[src/rtl/rx_decoder.sv]
// USB full-speed receive line decoder. It synchronises D+/D-, recovers the
// bit clock from D+ transitions, samples once per bit period, NRZI-decodes
// the samples and strips stuffed bits. The single-cycle strobes bit_valid,
// eop and stuff_err are registered, and at most one of them fires per cycle.
module rx_decoder #(
  parameter int CLKS_PER_BIT = 8,
  parameter int SAMPLE_PT    = 3,
  parameter int MAX_ONES     = 6
) (
  input  logic clk,
  input  logic n_rst,
  input  logic d_plus_in,
  input  logic d_minus_in,
  input  logic enable,
  output logic rx_bit,
  output logic bit_valid,
  output logic eop,
  output logic stuff_err
);
  localparam int CW = $clog2(CLKS_PER_BIT);
  localparam int OW = $clog2(MAX_ONES + 1);
  localparam logic [CW-1:0] CNT_LAST = CW'(CLKS_PER_BIT - 1);
  localparam logic [CW-1:0] CNT_SMP  = CW'(SAMPLE_PT);
  localparam logic [OW-1:0] ONES_MAX = OW'(MAX_ONES);

  // Index [0] is the metastability flop and [1] is the synced line.
  logic [1:0]    dp_sync_q, dp_sync_d, dm_sync_q, dm_sync_d;
  logic          dp_prev_q, dp_prev_d;
  logic [CW-1:0] cnt_q, cnt_d;
  logic          last_dp_q, last_dp_d;
  logic [OW-1:0] ones_q, ones_d;
  logic          se0_seen_q, se0_seen_d;
  logic          rx_bit_q, rx_bit_d, bit_valid_q, bit_valid_d;
  logic          eop_q, eop_d, stuff_err_q, stuff_err_d;

  logic d_plus_s, d_minus_s, line_edge, sample, se0, dec_bit;

  assign rx_bit    = rx_bit_q;
  assign bit_valid = bit_valid_q;
  assign eop       = eop_q;
  assign stuff_err = stuff_err_q;

  // Synchroniser, edge detect and bit timer: an edge re-phases the timer.
  always_comb begin
    dp_sync_d = {dp_sync_q[0], d_plus_in};
    dm_sync_d = {dm_sync_q[0], d_minus_in};
    d_plus_s  = dp_sync_q[1];
    d_minus_s = dm_sync_q[1];
    dp_prev_d = d_plus_s;
    line_edge = (d_plus_s != dp_prev_q);
    if (line_edge)              cnt_d = '0;
    else if (cnt_q == CNT_LAST) cnt_d = '0;
    else                        cnt_d = cnt_q + CW'(1);
    // A sample coinciding with an edge still uses the current count.
    sample  = enable && (cnt_q == CNT_SMP);
    se0     = !d_plus_s && !d_minus_s;
    dec_bit = (d_plus_s == last_dp_q);
  end

  // NRZI decode, unstuffing and EOP detection on each sample.
  always_comb begin
    last_dp_d   = last_dp_q;
    ones_d      = ones_q;
    se0_seen_d  = se0_seen_q;
    rx_bit_d    = 1'b0;
    bit_valid_d = 1'b0;
    eop_d       = 1'b0;
    stuff_err_d = 1'b0;
    if (!enable) begin
      // Track the idle line so the first bit decodes against it.
      last_dp_d  = d_plus_s;
      ones_d     = '0;
      se0_seen_d = 1'b0;
    end else if (sample) begin
      if (se0) begin
        ones_d = '0;
        if (se0_seen_q) begin
          eop_d      = 1'b1;
          last_dp_d  = 1'b1;
          se0_seen_d = 1'b0;
        end else begin
          se0_seen_d = 1'b1;
        end
      end else begin
        se0_seen_d = 1'b0;
        last_dp_d  = d_plus_s;
        if (ones_q == ONES_MAX) begin
          // Bit after a full run of ones must be a stuffed 0; drop it either way.
          ones_d      = '0;
          stuff_err_d = dec_bit;
        end else begin
          bit_valid_d = 1'b1;
          rx_bit_d    = dec_bit;
          ones_d      = dec_bit ? ones_q + OW'(1) : '0;
        end
      end
    end
  end

  // State and output registers; reset puts the line at J.
  always_ff @(posedge clk or negedge n_rst) begin
    if (!n_rst) begin
      dp_sync_q   <= 2'b11;
      dm_sync_q   <= 2'b00;
      dp_prev_q   <= 1'b1;
      cnt_q       <= '0;
      last_dp_q   <= 1'b1;
      ones_q      <= '0;
      se0_seen_q  <= 1'b0;
      rx_bit_q    <= 1'b0;
      bit_valid_q <= 1'b0;
      eop_q       <= 1'b0;
      stuff_err_q <= 1'b0;
    end else begin
      dp_sync_q   <= dp_sync_d;
      dm_sync_q   <= dm_sync_d;
      dp_prev_q   <= dp_prev_d;
      cnt_q       <= cnt_d;
      last_dp_q   <= last_dp_d;
      ones_q      <= ones_d;
      se0_seen_q  <= se0_seen_d;
      rx_bit_q    <= rx_bit_d;
      bit_valid_q <= bit_valid_d;
      eop_q       <= eop_d;
      stuff_err_q <= stuff_err_d;
    end
  end
endmodule

[config.mk]
export PLATFORM = sky130hd
export DESIGN_NAME = rx_decoder
export DESIGN_NICKNAME = d
export VERILOG_FILES = /design/src/rtl/rx_decoder.sv
export SDC_FILE = /design/constraint.sdc
export NUM_CORES = 1
export LEC_CHECK = 0
export ABC_AREA = 1
export CORE_MARGIN = 3
export CORE_UTILIZATION = 30
export DETAILED_ROUTE_END_ITERATION = 7
export DONT_BUFFER_PORTS = 1
export GPL_TIMING_DRIVEN = 0
export HOLD_SLACK_MARGIN = 0.1
export SYNTH_ARGS = -nofsm -noshare
export SYNTH_HDL_FRONTEND = slang
export SYNTH_SLANG_ARGS = --single-unit
[constraint.sdc]
create_clock -name clk -period 1.7 [get_ports clk]
set_input_delay 0.34 -clock clk [delete_from_list [all_inputs] [get_ports clk]]
set_output_delay 0.34 -clock clk [all_outputs]
set_load 0.1 [all_outputs]
### After elaboration in Yosys (flattened, before gate mapping)

Cells that the tools add are included.
Widths: inputs -> output; s select.

| word-level totals | value |
|---|---|
| flip-flop bits (word level) | 17 |
| input port bits | 5 |
| output and inout bits | 4 |
| word-level logic and storage cells | 56 |

| operators by class | value |
|---|---|
| $add $sub $neg | 2 |
| eq/ne operators | 7 |
| mux-type cells | 31 |
| reduce and logical (&&, ||, !) cells | 5 |

Operators by type and width:

| cell | count |
|---|---|
| $mux 1 | 24 |
| $mux 3 | 7 |
| $add 3x1->3 const B | 2 |
| $eq 3x3->1 const B | 2 |
| $eq 3x2->1 const B | 1 |
| $ne 3x3->1 const B | 1 |
| $logic_and 1x1->1 | 2 |
| $logic_not 1->1 | 2 |
| $ne 2x1->1 const B | 1 |
| $reduce_and 2->1 | 1 |
| $eq 1x1->1 | 1 |
| $ne 1x1->1 | 1 |

### Depth between registers and ports, before layout

| depth | value |
|---|---|
| depth in word-level cells | 6 |
| gate-level depth with buffers | 7 |
| depth with buffers taken out | 7 |

### Worst setup path after synthesis

Ideal clock, no wire load.

| path | value |
|---|---|
| path type | reg2out |
| start point | reg bit_valid_q, in the netlist bit_valid |
| end point | out bit_valid |
| arrival time | 883 ps |
| data required time | 1,360 ps |
| slack | 477 ps |
| stages on the path, launching flop included | 1 |
| buffers on the path | 0 |
| path through | dfrtp_1 |

RTL lines:

| element | line | text |
|---|---|---|
| start, declared | 33 | `logic rx_bit_q, rx_bit_d, bit_valid_q, bit_valid_d;` |
| start signal, assigned | 123 | `bit_valid_q <= bit_valid_d;` |
| end, declared | 16 | `output logic bit_valid,` |

No word-level cell between the ends.

### Worst setup path in the final report

| path | value |
|---|---|
| start point | reg bit_valid_q, in the netlist bit_valid |
| end point | out bit_valid |

No word-level cell between the ends.

==> run summary <==
* outcome: finished clean
* I/O pin count: 9
* y dimension of the die: 54.1 um
* setup repair after global routing missed its margin: no
* post-layout utilization of the core: 37.7%
* area enclosed by the die boundary: 0.00292 mm2
* Avg Synthesized Cell Area: 11.2 um2
* overall track demand over capacity in global routing: 8.52%
* number of flip-flops and latches in the synthesized netlist: 17
* first-pass GRT wire length: 1.66 mm
* first-iteration detailed-routing DRC count: 3
* shortest clock period the worst path allows after layout: 1540 ps
* row count: 16
* commonest non-fill, non-tap cell in the layout: sky130_fd_sc_hd__dfrtp_1
* synthesized cell area: 693 um2
* maximum number of pins on one net before global-route repair: 18
* drt drc: 0
* Tot Pwr: 742 uW
* largest fanout on the critical path: 1
* Max VDD drop: 0.605 mV
* number of endpoints failing setup at the final stage: 0
* crit path setup slack, layout: 162 ps
* clock latency reported for the late side of the worst-skew pair: 280 ps
* endpoint required time on the critical path: 1360 ps
* cell area after layout: 785 um2
* detailed-route vias per instance: 4.35
* launching instance or port of the critical path: bit_valid$_DFF_PN0_
* CTS clk-pin slew, worst paths: 80 ps
* syn_nets: 72
* count of pins over their slew limit: 0
* horizontal extent of the die: 54.1 um
* initial antenna violation count: 0
* number of standard cells in the layout, taps in and fillers out: 96
* number of max-cap violations: 0
* CTS root buf: sky130_fd_sc_hd__clkbuf_4
* headroom to the max-slew limit: 42.1%
* fraction of layout instances using a drive strength above 1: 15.9%
* Setup crit start kind: flip-flop
* Setup Slack @ Placement: 424 ps
* setup total negative slack: 0 ps
* worst-margin pin slew: 868 ps
* number of global-route vias before repair: 405
* Buffers on Ports: 0
* Total Wirelength: 981 um
* DR pass1 iterations: 3
* post-detail-place hpwl: 772 um
* Post-CTS Hold Fix Bufs: 3
* average routed wire per standard cell: 10.2 um
* core region area: 0.00208 mm2
* Vias: 418
* instance count after placement with tap cells included: 89
* startpoint of the tightest hold check path: enable
* worst clock skew: 6.73 ps
* GP Congestion: 0.740
* Final Hold Violating Endpoints: 0
* count of nets after finishing: 80
* clock tree from TritonCTS: built
* startpoint of the worst register-to-register path: cnt_q[0]$_DFF_PN0_
* remaining global-route overflow: 0
* Initial Utilization: 33.3%
* post-synthesis sequential area ratio: 62.1%
* warning count from the yosys run: 0
* CTS Buffer Depth: 2
* Synth-to-Final Area Change: 13.2%
* post_cts resized: 0
* standby leakage power: 0.399 nW
* number of buffers inserted by post-CTS setup repair: 0
* Worst Path Class, Setup: flip-flop to output port
* ANT cells: 0
* number of levels the H-tree was split into: 1
* power per standard cell area: 946 mW/mm2
* Unique masters post-synth: 19
* Achievable Freq: 0.650 GHz
* sinks on the clock net: 17
* total clock buffers created by CTS: 3
* Detail Route Antenna Nets: 0
* path class of the lowest-slack min-delay path: primary input to flip-flop
* top library cells by usage in the layout, fill and taps aside: sky130_fd_sc_hd__dfrtp_1, sky130_fd_sc_hd__nand2_1, sky130_fd_sc_hd__inv_1
* Post-Syn Instances: 62
* element type at the critical path end: output port
* Post-Place Cell Area: 727 um2
* Worst Hold Slack: 256 ps
* Tcrit/Tclk final: 90.5%
* Critical Path AT: 1200 ps
[synthesized netlist by cell type]
cell type                  count  area share [%]
sky130_fd_sc_hd__a21boi_1      1             1.1
sky130_fd_sc_hd__a21oi_2       1             1.3
sky130_fd_sc_hd__dfrtp_1      13              47
sky130_fd_sc_hd__dfstp_2       4              15
sky130_fd_sc_hd__ha_1          5             9.0
sky130_fd_sc_hd__inv_1         8             4.3
sky130_fd_sc_hd__nand2_1      11             6.0
sky130_fd_sc_hd__nand2_2       1            0.90
sky130_fd_sc_hd__nand3_1       4             2.9
sky130_fd_sc_hd__nand3b_1      1             1.1
sky130_fd_sc_hd__nor2_1        4             2.2
sky130_fd_sc_hd__nor2_2        1            0.90
sky130_fd_sc_hd__nor3_1        1            0.72
sky130_fd_sc_hd__nor3b_1       1             1.1
sky130_fd_sc_hd__nor4_1        1            0.90
sky130_fd_sc_hd__o21a_1        1             1.1
sky130_fd_sc_hd__o21ai_1       1            0.72
sky130_fd_sc_hd__xnor2_1       1             1.3
sky130_fd_sc_hd__xor2_1        2             2.5
[registers in the layout, indices dropped and copies added (netlist names), 2 cells and up]
| name | cells |
|---|---|
| cnt_q | 3 |
| dm_sync_q | 2 |
| dp_sync_q | 2 |
| ones_q | 3 |
[cell type report]
class                   instances  area, um2
clock buffers                   3       22.5
well taps                      27       33.8
clock inverters                 1       5.00
inverters                       8       30.0
fillers                       223       1300
repair buffers                  3       30.0
multi-input cells              37        233
flip-flops and latches         17        430
[cells by family (layout without fill, tap and decap cells)]
family,count (synthesis),in the layout,synth area share (%)
AND/OR/NAND/NOR,25,25,16.6
AO/OA/AOI/OAI,4,4,4.15
buffers and inverters,8,15,4.33
XOR/XNOR,3,3,3.79
flip-flops,17,17,62.1
adder cells (fa/ha/maj),5,5,9.03
[power by group]
part	switching [mW]	leakage, nW	internal, mW
logic	0.0424	0.167	0.0315
registers	0.0302	0.215	0.437
clock network	0.113	0.0177	0.0873
[per-layer routing]
metal | track usage (%) | up-vias | wire length [um]
met4 | 4.98 | 0 | 14
met1 | 9.48 | 194 | 430
met3 | 4.71 | 2 | 91
met2 | 12.7 | 12 | 445
li1 | - | 210 | -
met5 | 0 | - | 0
[worst paths after layout]
path,endpoint,slack [ps],cells after the start
worst max-delay path,bit_valid,160,0
worst min-delay path,eop$_DFF_PN0_,260,2
worst max register to register,last_dp_q$_DFFE_PN1P_,420,6
worst min register to register,dp_sync_q[1]$_DFF_PN1_,360,0
max in group asynchronous,cnt_q[0]$_DFF_PN0_,690,1
min in group asynchronous,ones_q[1]$_DFFE_PN0P_,540,1
Note: power is estimated with default switching activity, not from simulation.
